**config.mk**
```make
export PLATFORM = sky130hd
export DESIGN_NAME = uart_tx_sequencer
export DESIGN_NICKNAME = d
export VERILOG_FILES = /design/src/rtl/uart_pkg.sv /design/src/rtl/tx_frame_builder.sv /design/src/rtl/uart_tx_sequencer.sv
export SDC_FILE = /design/constraint.sdc
export NUM_CORES = 1
export LEC_CHECK = 0
export CAP_MARGIN = 0
export CORE_MARGIN = 4
export CORE_UTILIZATION = 29
export CTS_CLUSTER_SIZE = 8
export DETAILED_ROUTE_END_ITERATION = 16
export PLACE_DENSITY_LB_ADDON = 0.12
export SKIP_LAST_GASP = 1
export SLEW_MARGIN = 0
export SYNTH_ARGS = -nofsm -noshare
export SYNTH_HDL_FRONTEND = slang
export SYNTH_HIERARCHICAL = 1
export SYNTH_SLANG_ARGS = --single-unit
```
**constraint.sdc**
```tcl
create_clock -name clk_i -period 3.5 [get_ports clk_i]
set_input_delay 0.875 -clock clk_i [delete_from_list [all_inputs] [get_ports clk_i]]
set_output_delay 0.875 -clock clk_i [all_outputs]
set_load 0.02 [all_outputs]
```
**src/rtl/uart_pkg.sv**
```systemverilog
// Shared types, constants and the parity helper for the UART transmit path.
package uart_pkg;

    // Bits per serial frame; must match the timing unit's done count.
    localparam int unsigned FRAME_LEN = 11;

    // Level of the TX line when nothing is being sent.
    localparam logic IDLE_LEVEL = 1'b1;

    typedef enum logic [1:0] {
        StIdle,
        StSend,
        StDrain
    } state_t;

    // XOR of the active data bits, inverted for odd parity.
    function automatic logic tx_parity(logic [7:0] din, logic eight, logic ohel);
        logic [7:0] mask;
        mask = eight ? 8'hFF : 8'h7F;
        return (^(din & mask)) ^ ohel;
    endfunction

endpackage

```
**src/rtl/tx_frame_builder.sv**
```systemverilog
// Combinational assembly of one 11-bit serial frame, bit 0 is sent first.
module tx_frame_builder
    import uart_pkg::*;
(
    input  logic [7:0]           din_i,
    input  logic                 eight_i,
    input  logic                 pen_i,
    input  logic                 ohel_i,
    output logic [FRAME_LEN-1:0] frame_o
);

    logic par;
    logic par_or_stop;

    assign par         = tx_parity(din_i, eight_i, ohel_i);
    assign par_or_stop = pen_i ? par : IDLE_LEVEL;

    // Start bit, seven data bits, then data/parity/stop slots depending on length.
    always_comb begin
        frame_o     = '0;
        frame_o[0]  = 1'b0;
        frame_o[7:1] = din_i[6:0];
        frame_o[8]  = eight_i ? din_i[7] : par_or_stop;
        frame_o[9]  = eight_i ? par_or_stop : IDLE_LEVEL;
        frame_o[10] = IDLE_LEVEL;
    end

endmodule

```
**src/rtl/uart_tx_sequencer.sv**
```systemverilog
// Transmit sequencer: accepts a byte, drives the timing unit handshake and
// shifts the frame out one bit per BTU.
module uart_tx_sequencer
    import uart_pkg::*;
#(
    parameter logic [3:0] RST_BAUD = 4'b0000
) (
    input  logic       clk_i,
    input  logic       reset_i,
    input  logic       load_i,
    input  logic [7:0] din_i,
    input  logic       eight_i,
    input  logic       pen_i,
    input  logic       ohel_i,
    input  logic [3:0] baud_sel_i,
    input  logic       btu_i,
    input  logic       done_i,
    output logic       start_o,
    output logic [3:0] baud_val_o,
    output logic       tx_o,
    output logic       txrdy_o,
    output logic       load_err_o
);

    state_t                 state_q, state_d;
    logic [FRAME_LEN-1:0]   sr_q, sr_d;
    logic [FRAME_LEN-1:0]   frame;
    logic [3:0]             baud_q, baud_d;
    logic                   start_q, start_d;
    logic                   txrdy_q, txrdy_d;
    logic                   load_err_q, load_err_d;

    tx_frame_builder u_frame_builder (
        .din_i   (din_i),
        .eight_i (eight_i),
        .pen_i   (pen_i),
        .ohel_i  (ohel_i),
        .frame_o (frame)
    );

    // Next-state, shift register and registered-output decode.
    always_comb begin
        state_d    = state_q;
        sr_d       = sr_q;
        baud_d     = baud_q;
        load_err_d = 1'b0;
        unique case (state_q)
            StIdle: begin
                if (load_i) begin
                    state_d = StSend;
                    sr_d    = frame;
                    baud_d  = baud_sel_i;
                end
            end
            StSend: begin
                load_err_d = load_i;
                // done has priority over a coincident btu.
                if (done_i) begin
                    state_d = StDrain;
                    sr_d    = {FRAME_LEN{IDLE_LEVEL}};
                end else if (btu_i) begin
                    sr_d = {IDLE_LEVEL, sr_q[FRAME_LEN-1:1]};
                end
            end
            StDrain: begin
                // One cycle with start low lets the timing unit clear done.
                load_err_d = load_i;
                state_d    = StIdle;
            end
            default: begin
                state_d = StIdle;
                sr_d    = {FRAME_LEN{IDLE_LEVEL}};
            end
        endcase
        start_d = (state_d == StSend);
        txrdy_d = (state_d == StIdle);
    end

    // State and output registers with synchronous reset.
    always_ff @(posedge clk_i) begin
        if (reset_i) begin
            state_q    <= StIdle;
            sr_q       <= {FRAME_LEN{IDLE_LEVEL}};
            baud_q     <= RST_BAUD;
            start_q    <= 1'b0;
            txrdy_q    <= 1'b1;
            load_err_q <= 1'b0;
        end else begin
            state_q    <= state_d;
            sr_q       <= sr_d;
            baud_q     <= baud_d;
            start_q    <= start_d;
            txrdy_q    <= txrdy_d;
            load_err_q <= load_err_d;
        end
    end

    assign start_o    = start_q;
    assign baud_val_o = baud_q;
    assign tx_o       = sr_q[0];
    assign txrdy_o    = txrdy_q;
    assign load_err_o = load_err_q;

endmodule
```
After elaboration in Yosys (flattened, before gate mapping)
Cells that the tools add are included.
{"block": "word_totals", "register_bits": 20, "word_cells": 33}
{"block": "op_classes", "n_eq_ne": 5, "mux": 11, "n_bitwise": 4, "reduce_logical": 7}
{"cell": "$mux W11", "n": 3}
{"cell": "$pmux W11 S3", "n": 1}
{"cell": "$and A8 B8 Y8", "n": 1}
{"cell": "$mux W8", "n": 1}
{"cell": "$reduce_xor A8 Y1", "n": 1}
{"cell": "$eq A2 B1 Y1 const B", "n": 2}
{"cell": "$logic_not A2 Y1", "n": 2}
{"cell": "$mux W2", "n": 2}
{"cell": "$pmux W2 S2", "n": 1}
{"cell": "$reduce_or A2 Y1", "n": 2}
{"cell": "$mux W1", "n": 3}
{"cell": "$ne A3 B3 Y1 const B", "n": 1}
{"cell": "$reduce_and A3 Y1", "n": 1}
{"cell": "$eq A2 B2 Y1 const B", "n": 1}
{"cell": "$ne A2 B2 Y1 const B", "n": 1}
{"cell": "$not A1 Y1", "n": 2}
{"cell": "$reduce_and A2 Y1", "n": 1}
{"cell": "$xor A1 B1 Y1", "n": 1}

Depth between registers and ports, before layout
Gate-level depths: netlist (run 1).
{"block": "logic_depth", "word_depth": 8, "ltp_mapped": 7}

Modules after synthesis
Netlist (run 1), hierarchy kept.
{"module": "uart_tx_sequencer", "instances": 1, "cells_per_inst": 112, "area_per_inst_um2": 1036.0, "seq_area_each_um2": 400.4}
{"module": "tx_frame_builder", "instances": 1, "cells_per_inst": 25, "area_per_inst_um2": 173.9, "seq_area_each_um2": 0.0}

Worst setup path after synthesis (run 1)
Ideal clock, no wire load.
{"block": "synth_path", "kind": "input -> register", "from": "in din_i[5]", "to": "reg sr_q[9]", "setup_time_ns": 0.058, "arrival_ns": 2.099, "required_time_ns": 3.442, "setup_slack_ns": 1.343, "cell_stages": 7, "path_buffers": 0, "path_cell_list": "xnor2_1 -> xnor2_1 -> xnor2_1 -> mux2i_1 -> a2bb2oi_1 -> a2111oi_0 -> a211o_1"}
{"block": "synth_between", "elab_chain_cells": 7}
{"element": "start: declaration", "line_no": "uart_tx_sequencer.sv:11", "rtl": "input logic [7:0] din_i,"}
{"element": "$and A8 B8 Y8", "line_no": "uart_pkg.sv:20", "rtl": "return (^(din & mask)) ^ ohel;"}
{"element": "$reduce_xor A8 Y1", "line_no": "uart_pkg.sv:20"}
{"element": "$xor A1 B1 Y1", "line_no": "uart_pkg.sv:20"}
{"element": "$mux W1", "line_no": "tx_frame_builder.sv:16", "rtl": "assign par_or_stop = pen_i ? par : IDLE_LEVEL;"}
{"element": "$mux W1", "line_no": "tx_frame_builder.sv:24", "rtl": "frame_o[9] = eight_i ? par_or_stop : IDLE_LEVEL;"}
{"element": "net frame[9]", "line_no": "uart_tx_sequencer.sv:27", "rtl": "logic [FRAME_LEN-1:0] frame;"}
{"element": "$mux W11", "line_no": "uart_tx_sequencer.sv:49", "rtl": "if (load_i) begin"}
{"element": "$pmux W11 S3", "line_no": "uart_tx_sequencer.sv:47", "rtl": "unique case (state_q)"}
{"element": "end signal: assignment", "line_no": "uart_tx_sequencer.sv:83", "rtl": "sr_q <= {FRAME_LEN{IDLE_LEVEL}};"}
{"element": "end signal: assignment", "line_no": "uart_tx_sequencer.sv:90", "rtl": "sr_q <= sr_d;"}
{"element": "end: declaration", "line_no": "uart_tx_sequencer.sv:26", "rtl": "logic [FRAME_LEN-1:0] sr_q, sr_d;"}
The timed path passes the listed nets, and every way through them passes these cells. The select of a mux whose other input is x is not followed.
A chain may end at the register's enable or synchronous reset.

Worst setup path after layout (run 1)
Same ends and word-level chain as after synthesis.

==> results by group, run 1 <==
STA
  – Max Freq: between 300 and 400 MHz
  – Final setup margin: ~0.98 ns
  – Fin crit share: 72.1%
  – Final Hold Viols: 0
  – Final-report max-slew violation count: 0
  – Setup tns final: 0 ns
  – Unrepaired setup endpoints after global routing: false
  – Setup Viol. Count Final: 0
  – Clock skew: 0.00729 ns
  – Worst-Margin Slew: around 0.72 ns
  – Max_slew headroom: 52.0%
  – Minimum clock period: approximately 2.5 ns

Global routing
  – GRT Residual Overflow: 0
  – GRT Resource Usage Total: 11.7%
  – Initial antenna violation count: 0
  – Vias in the first global route: around 990
  – Largest net degree at the start of global routing: 19
  – First-pass GRT wire length: slightly below 5 mm

Routing
  – Drt drc: 0
  – Drt total wl: approximately 2.9 mm
  – Via count: 1,013
  – Via-to-Cell Ratio: about 5
  – Post-DR wirelength/cell: 14.6 µm
  – Post-route ant nets: 0
  – Drt initial violations: 56
  – First-pass DRT Iterations: 5

Pwr
  – Leak Pwr: about 0.53 nW
  – Max IR drop VDD: between 0.1 and 0.15 mV
  – Pwr per Cell Area: 557 nW/µm²

Clock tree
  – CTS tree: done
  – Setup bufs post-CTS: 0
  – TritonCTS Sinks: 20
  – Total clock buffers created by CTS: 3
  – CTS H-Tree Depth: 1
  – Post-CTS resize count: 0
  – Worst-path clk slew: 0.08 ns
  – CTS Buffer Depth: 2
  – CTS root buffer: clkbuf_8
  – CTS Hold Bufs: 0
  – Clock latency on the worst-skew pair: 0.26 ns

Worst setup path
  – Worst path arrival time: 2.74 ns
  – Crit path depth: 8
  – Critical Path Slowest Stage Cell: clkdlybuf4s50_1
  – Worst r2r src: state_q[0]$_SDFF_PP0_
  – Critical path class: in -> reg
  – Buf+Inv Stages, Crit Path: 1
  – Delay-heaviest family, CP: XOR/XNOR gates
  – FF-to-FF setup slack: between 1 and 1.5 ns
  – Crit-path max FO: 2
  – Most used cell, CP: xnor2_1
  – Worst Setup End Kind: flop
  – CP required: ~3.7 ns
  – CP Capture Point: sr_q[9]$_SDFFE_PP1P_
  – CP peak stage delay: about 0.44 ns
  – Crit path launch type: input port
  – Reg2Reg Depth: 5
  – Crit path launch: din_i[5]
  – Critical-path cell list: clkdlybuf4s50_1 -> xnor2_1 -> xnor2_1 -> xnor2_1 -> mux2i_1 -> a2bb2oi_1 -> a2111oi_0 -> a211o_1
  – Reg-to-reg critical path endpoint: sr_q[0]$_SDFFE_PP1P_

Synthesis
  – Ys flop type: dfxtp_1
  – Cell Area, Synth: 1210 µm²
  – Synthesis warning total: 6
  – Ys async rst share: 0%
  – Top cells by area, synth: dfxtp_1 (33%), a2111oi_0 (8.0%), a211o_1 (8.0%), a2bb2oi_1 (8.0%), buf_4 (6.2%)
  – Post-synthesis cell count: approximately 140
  – Syn nets: 162
  – Sequential area share after synthesis: about a third
  – Synth top area share: 33.1%
  – Average size of a mapped cell: between 8 and 9 µm²
  – Number of synthesized flops with an enable pin: 0
  – Post-synthesis register bit count: 20
  – Area leader, netlist: dfxtp_1
  – Synth cell types: 28

Finish
  – Synth-to-Final Area Change: 21.7%
  – Most common cell after layout, fill and taps aside: clkdlybuf4s50_1
  – Most frequent cells in the layout: clkdlybuf4s50_1 (27), dfxtp_1 (20)
  – Nets: about 170
  – Layout cells sized above 1: 5.44%
  – Ant diodes: 0

Die
  – Core area: ~4000 µm²
  – Cell row count: 23
  – Initial Util: between 30% and 40%
  – Die W: ~73 µm
  – Die H: 72.6 µm
  – Io pins: 28
  – Die ar.: roughly 5300 µm²

Place
  – Gp weighted congestion: ~0.75
  – Placement Setup Slack: ~0.7 ns
  – I/O Buffers: 27
  – Post-DP HPWL: ~2.0 mm

Hold path
  – HP Class: reg -> reg

Outcome
  – Status: finished, final reports clean

Flow run
  – Number of max-cap violations: 0
[worst reg2reg max path, delay by kind of cell, from the launching register on]
family / cells / cell delay (ns)
simple gates: 2 / 0.78
buf+inv: 1 / 0.11
fa+ha+maj: 1 / 0.38
compound gates: 1 / 0.31
flops: 1 / 0.36
[metrics by stage]
stage	utilization, %	instance area, µm²	power (W)	std cells	hold slack, ns
floorplan	-	1210	0.000562	137	0.431
global placement	35.2	1420	0.000649	193	0.440
detailed placement	35.2	1420	0.000646	193	0.445
CTS	36.6	1470	0.000825	197	0.464
global route	36.6	1470	0.000878	197	0.476
finish	36.6	1470	0.000820	197	0.459
[how the worst min path moves through the flow]
stage / start / to / depth (start not counted) / slack, ns
6_report: baud_val_o[2]$_SDFFE_PP0P_ / baud_val_o[2]$_SDFFE_PP0P_ / 2 / 0.46
5_1_grt: sr_q[1]$_SDFFE_PP1P_ / sr_q[1]$_SDFFE_PP1P_ / 1 / 0.48
4_1_cts: baud_val_o[3]$_SDFFE_PP0P_ / baud_val_o[3]$_SDFFE_PP0P_ / 2 / 0.46
3_5_place_dp: sr_q[8]$_SDFFE_PP1P_ / sr_q[8]$_SDFFE_PP1P_ / 1 / 0.45
3_3_place_gp: sr_q[10]$_SDFFE_PP1P_ / sr_q[10]$_SDFFE_PP1P_ / 1 / 0.44
2_1_floorplan: sr_q[10]$_SDFFE_PP1P_ / sr_q[10]$_SDFFE_PP1P_ / 1 / 0.43
[sequential cells by signal (all words and copies together), names as in the netlist]
| name | count |
|---|---|
| baud_val_o | 4 |
| load_err_o | 1 |
| sr_q | 11 |
| start_o | 1 |
| state_q | 2 |
| txrdy_o | 1 |
[power by group]
part | leakage, nW | internal (W) | switching [W] | total, W
clock network | 0.0288 | 0.000100 | 0.0000801 | 0.000180
registers | 0.166 | 0.000274 | 0.0000208 | 0.000295
logic | 0.338 | 0.000170 | 0.000175 | 0.000345
total | 0.532 | 0.000545 | 0.000276 | 0.000820
[cell type report]
| cell class | count | area [µm²] |
|---|---|---|
| clock buffer | 4 | 55.1 |
| timing repair buffer | 28 | 278 |
| tap | 50 | 62.6 |
| multi-input combinational | 90 | 658 |
| inverter | 5 | 18.8 |
| sequential | 20 | 400 |
| fill | 415 | 2560 |
[metal layers]
layer / global-route usage [%] / vias to the layer above / share of wire [%]
met1: 15.7 / 468 / 50
met5: 0 / - / 0
met4: 4.92 / 0 / 1.6
met2: 17.4 / 25 / 42
li1: - / 515 / -
met3: 3.31 / 5 / 6.5
[cell families (layout without fill, tap and decap cells)]
kind of cell	Yosys count	after routing	share of synthesized area (%)
compound gates	53	53	33.5
xor+xnor	7	7	5.07
fa+ha+maj	5	5	5.17
buf+inv	27	37	12.5
flops	20	20	33.1
mux	1	1	0.827
other cells	2	2	0.621
simple gates	22	22	9.20
[Yosys cell counts (4+ instances only)]
cell	number
nor2_1	5
buf_4	10
inv_1	5
nand3_1	4
buf_2	4
dfxtp_1	20
ha_1	5
o21ai_0	11
nand2_1	7
a2bb2oi_1	11
xnor2_1	7
clkbuf_1	6
a211o_1	11
a2111oi_0	11
a21oi_1	5
No activity file was read; power rests on OpenSTA's default activity.
==> run 2, diff against run 1 <==
Clock period 3.5 ns to 2.4 ns, I/O delays scaled along.
==> run 2 against run 1 <==
  * Wire length grew 5.2%
  * Critical path depth did not move
  * Sequential share of layout area fell by 2.0 points
  * Power rose by 58%
  * Global-route usage grew 0.089 points
  * Register-to-register slack worse by 0.92 ns
  * Combinational power increased by 53%
  * Utilization rose by 2.9 points
==> results by group, run 2 (same netlist as run 1, synthesis figures left out) <==
Routing
  – Post-DR wirelength/cell: approximately 14 µm
  – Drt initial violations: 50
  – Via-to-Cell Ratio: 5.12
  – Via count: approximately 1,100
  – Post-route ant nets: 0
  – Drt drc: 0
  – Drt total wl: ~3.0 mm
  – First-pass DRT Iterations: 4

Die
  – Core area: just over 4000 µm²
  – Die H: approximately 73 µm
  – Die W: just over 70 µm
  – Die ar.: around 5300 µm²
  – Initial Util: around 30%
  – Io pins: 28
  – Cell row count: 23

Clock tree
  – Setup bufs post-CTS: 0
  – Clock latency on the worst-skew pair: about 0.26 ns
  – CTS H-Tree Depth: 1
  – Worst-path clk slew: roughly 0.080 ns
  – CTS root buffer: clkbuf_8
  – CTS tree: done
  – CTS Buffer Depth: 2
  – TritonCTS Sinks: 20
  – Total clock buffers created by CTS: 3

Global routing
  – Largest net degree at the start of global routing: 17
  – Initial antenna violation count: 0
  – Vias in the first global route: 1,083
  – GRT Resource Usage Total: 11.8%
  – First-pass GRT wire length: roughly 5.0 mm
  – GRT Residual Overflow: 0

Finish
  – Multi-input gate area: approximately 670 µm²
  – Ant diodes: 0
  – Number of flip-flops under the largest register name: 11
  – Nets: roughly 190
  – Fillers: approximately 420
  – Design Area, Final: 1590 µm²
  – Register name with the most flops: sr_q
  – Reg area: approximately 400 µm²
  – Most frequent cells in the layout: clkdlybuf4s50_1 (27), dfxtp_1 (20), buf_4 (13)
  – Synth-to-Final Area Change: 31.2%
  – Most common cell after layout, fill and taps aside: clkdlybuf4s50_1
  – Layout cells sized above 1: a little over an eighth

Worst setup path
  – Reg2Reg Depth: 6
  – Worst path arrival time: 2.44 ns
  – Crit path launch type: input port
  – Worst Setup End Kind: flop
  – Crit-path max FO: 2
  – FF-to-FF setup slack: about 0.54 ns
  – CP required: 2.61 ns
  – Critical path class: in -> reg

Pwr
  – Power share of the sequential group: 33.2%
  – Total Power: 0.00130 W
  – Comb pwr share: approximately 41%
  – Pwr per Cell Area: approximately 820 nW/µm²
  – Clock share of power: roughly a quarter
  – Sw frac: between 30% and 40%
  – Leak Pwr: roughly 0.60 nW
  – Max IR drop VDD: between 0.3 and 0.4 mV
  – Pint: slightly below 0.0009 W
  – NetSw: a little over 0.0004 W

Place
  – Placement Setup Slack: -0.151 ns
  – I/O Buffers: 27
  – Placement Cell Area: between 1500 and 2000 µm²
  – Gp weighted congestion: 0.733
  – Post-DP HPWL: about 2.2 mm

STA
  – Final setup margin: 0.167 ns
  – Clock skew: around 0.0032 ns
  – Max_slew headroom: 63.7%
  – Setup Viol. Count Final: 0
  – Final-report max-slew violation count: 0
  – Max Freq: roughly 450 MHz
  – Worst-Margin Slew: between 0.5 and 0.6 ns
  – Unrepaired setup endpoints after global routing: false
  – Final Hold Viols: 0
  – Fin crit share: 93.0%
  – Minimum clock period: about 2.2 ns

Outcome
  – Status: finished, final reports clean

Hold path
  – Hold depth: 2
  – HP Class: reg -> reg

Flow run
  – Number of max-cap violations: 0
-- run 2: cell count changes in the layout (fill, tap and decap cells not counted) --
cell	previous run	this run
xnor2_2	0	1
a2111oi_0	11	10
bufinv_16	0	1
a2111oi_1	0	1
buf_4	1	13
xnor2_1	7	6
clkbuf_8	4	3
-- run 2: final cells by class --
cell class / count / area share, %
Tap cell: 50 / 3.94
Inverter: 5 / 1.18
Clock buffer: 3 / 2.60
Sequential cell: 20 / 25.2
Multi-Input combinational cell: 90 / 42.0
Clock inverter: 1 / 1.89
Timing Repair Buffer: 40 / 23.2
-- run 2: timing repair --
item	in CTS	in global routing
hold buffers	0	0
endpoints found under the setup margin	0	1
gates resized for setup	0	2
-- run 2: stage by stage --
step	cells	TNS, ns	util [%]	hold WS (ns)
3_5_place_dp	205	-0.197	37.4	0.444
3_3_place_gp	205	-0.175	37.4	0.440
4_1_cts	209	0	39.2	0.460
2_1_floorplan	137	0	-	0.431
5_1_grt	209	0	39.4	0.477
6_report	209	0	39.4	0.459
-- run 2: power by group through the flow --
| stage | registers, W | clock network (W) | logic [W] |
|---|---|---|---|
| finish | 0.000432 | 0.000339 | 0.000529 |
| global route | 0.000439 | 0.000359 | 0.000588 |
| CTS | 0.000431 | 0.000347 | 0.000533 |
| detailed placement | 0.000438 | 0 | 0.000531 |
| global placement | 0.000436 | 0 | 0.000529 |
| floorplan | 0.000459 | 0 | 0.000360 |
-- run 2: layer usage --
metal	share of wire, %	wire (µm)	GRT usage, %	vias to the layer above
met2	44	1340	18.0	23
met3	5.9	177	3.58	2
met5	0	0	0	-
met1	49	1490	15.8	505
met4	0.63	19	3.69	0
li1	-	-	-	540
-- run 2: path summary, 6_finish.rpt --
path                                                 start                         end
worst max register to register       state_q[1]$_SDFF_PP0_        sr_q[1]$_SDFFE_PP1P_
worst min register to register  baud_val_o[2]$_SDFFE_PP0P_  baud_val_o[2]$_SDFFE_PP0P_
worst min-delay path            baud_val_o[2]$_SDFFE_PP0P_  baud_val_o[2]$_SDFFE_PP0P_
worst max-delay path                              din_i[4]        sr_q[9]$_SDFFE_PP1P_
-- run 2: worst max-delay path: stages --
cell	delay (ns)
clkdlybuf4s50_1	0.45
xnor2_1	0.24
xnor2_1	0.12
xnor2_1	0.23
mux2i_1	0.21
a2bb2oi_1	0.08
a2111oi_1	0.35
a211o_1	0.15
==> run 3, diff against run 2 <==
Settings changed: CORE_MARGIN 4 to 8.
==> run 3 against run 2 <==
  * Global-route usage shrank 2.2 points
  * Sequential power is essentially flat
  * Non-clock buffer count shrank 2
  * Clock skew is essentially flat
  * Flip-flop and latch count is the same
  * Power shrank 9.1%
  * Final cell count shrank 1.4%
  * First-iteration DRC count shrank 28%
  * Critical path type unchanged
  * Highest routed layer unchanged
==> results by group, run 3 (same netlist as run 1, synthesis figures left out) <==
Die
  – Initial Util: slightly above 30%
  – Die W: roughly 81 µm
  – Die H: 80.6 µm
  – Io pins: 28
  – Die ar.: 6490 µm²
  – Cell row count: 23
  – Core area: about 4000 µm²

Hold path
  – Hold Startpoint: sr_q[1]$_SDFFE_PP1P_
  – HP Class: reg -> reg

Routing
  – Via count: roughly 1,100
  – Drt initial violations: 36
  – First-pass DRT Iterations: 4
  – Post-DR wirelength/cell: ~15 µm
  – Post-route ant nets: 0
  – Via-to-Cell Ratio: 5.13
  – Drt total wl: 3.01 mm
  – Drt drc: 0

Global routing
  – GRT Resource Usage Total: 9.54%
  – First-pass GRT wire length: roughly 5.1 mm
  – Initial antenna violation count: 0
  – GRT Residual Overflow: 0
  – Vias in the first global route: around 1,100
  – Largest net degree at the start of global routing: 18

Worst setup path
  – Crit path launch: din_i[6]
  – Crit path launch type: input port
  – Critical-path cell list: dlymetal6s2s_1 -> xnor2_2 -> xnor2_1 -> xnor2_1 -> mux2i_1 -> a2bb2oi_2 -> a2111oi_2 -> a211o_1
  – Critical path class: in -> reg
  – Reg2Reg Depth: 5
  – CP required: between 2 and 3 ns
  – Most used cell, CP: xnor2_1
  – Crit path depth: 8
  – Worst Setup End Kind: flop
  – Reg-to-reg critical path endpoint: start_o$_SDFF_PP0_
  – Delay-heaviest family, CP: compound AO/OA/AOI/OAI gates
  – Critical Path Slowest Stage Cell: a2111oi_2
  – FF-to-FF setup slack: ~0.50 ns
  – Crit-path max FO: 2
  – CP Capture Point: sr_q[9]$_SDFFE_PP1P_
  – Worst path arrival time: 2.18 ns
  – Buf+Inv Stages, Crit Path: 1
  – Worst r2r src: state_q[0]$_SDFF_PP0_
  – CP peak stage delay: ~0.36 ns

Finish
  – Fillers: about 400
  – Most common cell after layout, fill and taps aside: dfxtp_1
  – Layout cells sized above 1: between 10% and 20%
  – Ant diodes: 0
  – Design Area, Final: between 1500 and 2000 µm²
  – Final Util: between 30% and 40%
  – Most frequent cells in the layout: dfxtp_1 (20), clkdlybuf4s50_1 (19), o21ai_0 (11), a211o_1 (11), buf_4 (11)
  – Synth-to-Final Area Change: 32.0%
  – Nets: 183
  – Register name with the most flops: sr_q
  – Number of flip-flops under the largest register name: 11

STA
  – Fin crit share: between 80% and 90%
  – Max Freq: between 500 and 600 MHz
  – Max_slew headroom: around 61%
  – Worst-Margin Slew: just under 0.6 ns
  – Final-report max-slew violation count: 0
  – Setup Viol. Count Final: 0
  – Minimum clock period: around 2.0 ns
  – Hold WS: about 0.46 ns
  – Final Hold Viols: 0
  – Clock skew: 0.00334 ns
  – Final setup margin: ~0.42 ns
  – Unrepaired setup endpoints after global routing: false

Clock tree
  – TritonCTS Sinks: 20
  – Total clock buffers created by CTS: 3
  – CTS tree: done
  – Clock latency on the worst-skew pair: between 0.2 and 0.3 ns
  – Setup bufs post-CTS: 0
  – CTS root buffer: clkbuf_8
  – CTS Buffer Depth: 2
  – Worst-path clk slew: 0.07 ns
  – Post-CTS resize count: 0
  – CTS H-Tree Depth: 1
  – CTS Hold Bufs: 0

Place
  – Placement Setup Slack: -0.162 ns
  – Post-DP HPWL: approximately 2.3 mm
  – I/O Buffers: 27
  – Gp weighted congestion: ~0.73
  – Placement Cell Area: roughly 1500 µm²

Pwr
  – Leak Pwr: about 0.67 nW
  – Max IR drop VDD: between 0.2 and 0.25 mV
  – Pwr per Cell Area: around 740 nW/µm²

Outcome
  – Status: finished, final reports clean

Flow run
  – Number of max-cap violations: 0
==> run 3: report_power, final <==
part | switching (W) | internal, W | total (W)
Clock | 0.000100 | 0.000111 | 0.000212
Sequential | 0.0000294 | 0.000400 | 0.000430
Combinational | 0.000266 | 0.000274 | 0.000540
Total | 0.000396 | 0.000786 | 0.00118
==> run 3: worst min-delay path by stage <==
| stage | slack, ns | end | cells past startpoint |
|---|---|---|---|
| floorplan | 0.43 | sr_q[10]$_SDFFE_PP1P_ | 1 |
| detailed placement | 0.45 | sr_q[1]$_SDFFE_PP1P_ | 1 |
| global route | 0.48 | sr_q[8]$_SDFFE_PP1P_ | 1 |
| finish | 0.46 | sr_q[1]$_SDFFE_PP1P_ | 1 |
| CTS | 0.46 | sr_q[1]$_SDFFE_PP1P_ | 1 |
| global placement | 0.44 | baud_val_o[2]$_SDFFE_PP0P_ | 2 |
==> run 3: metal layers <==
layer | wire, µm | vias up | GRT usage, %
met2 | 1370 | 26 | 16.0
li1 | - | 536 | -
met3 | 220 | 2 | 3.13
met1 | 1400 | 492 | 11.2
met5 | 0 | - | 0
met4 | 22 | 0 | 2.73
==> run 3: final cells by class <==
cell class	instances	area [µm²]	share of cell area, %
Sequential cell	20	400	25.1
Timing Repair Buffer	38	373	23.4
Multi-Input combinational cell	90	701	43.9
Tap cell	50	62.6	3.92
Inverter	5	18.8	1.18
Clock buffer	3	41.3	2.59
==> run 3: through the flow <==
stage | instances | power [W] | setup TNS [ns]
5_1_grt | 206 | 0.00126 | 0
3_5_place_dp | 203 | 0.000960 | -0.203
2_1_floorplan | 137 | 0.000819 | 0
6_report | 206 | 0.00118 | 0
4_1_cts | 206 | 0.00117 | 0
3_3_place_gp | 203 | 0.000955 | -0.143
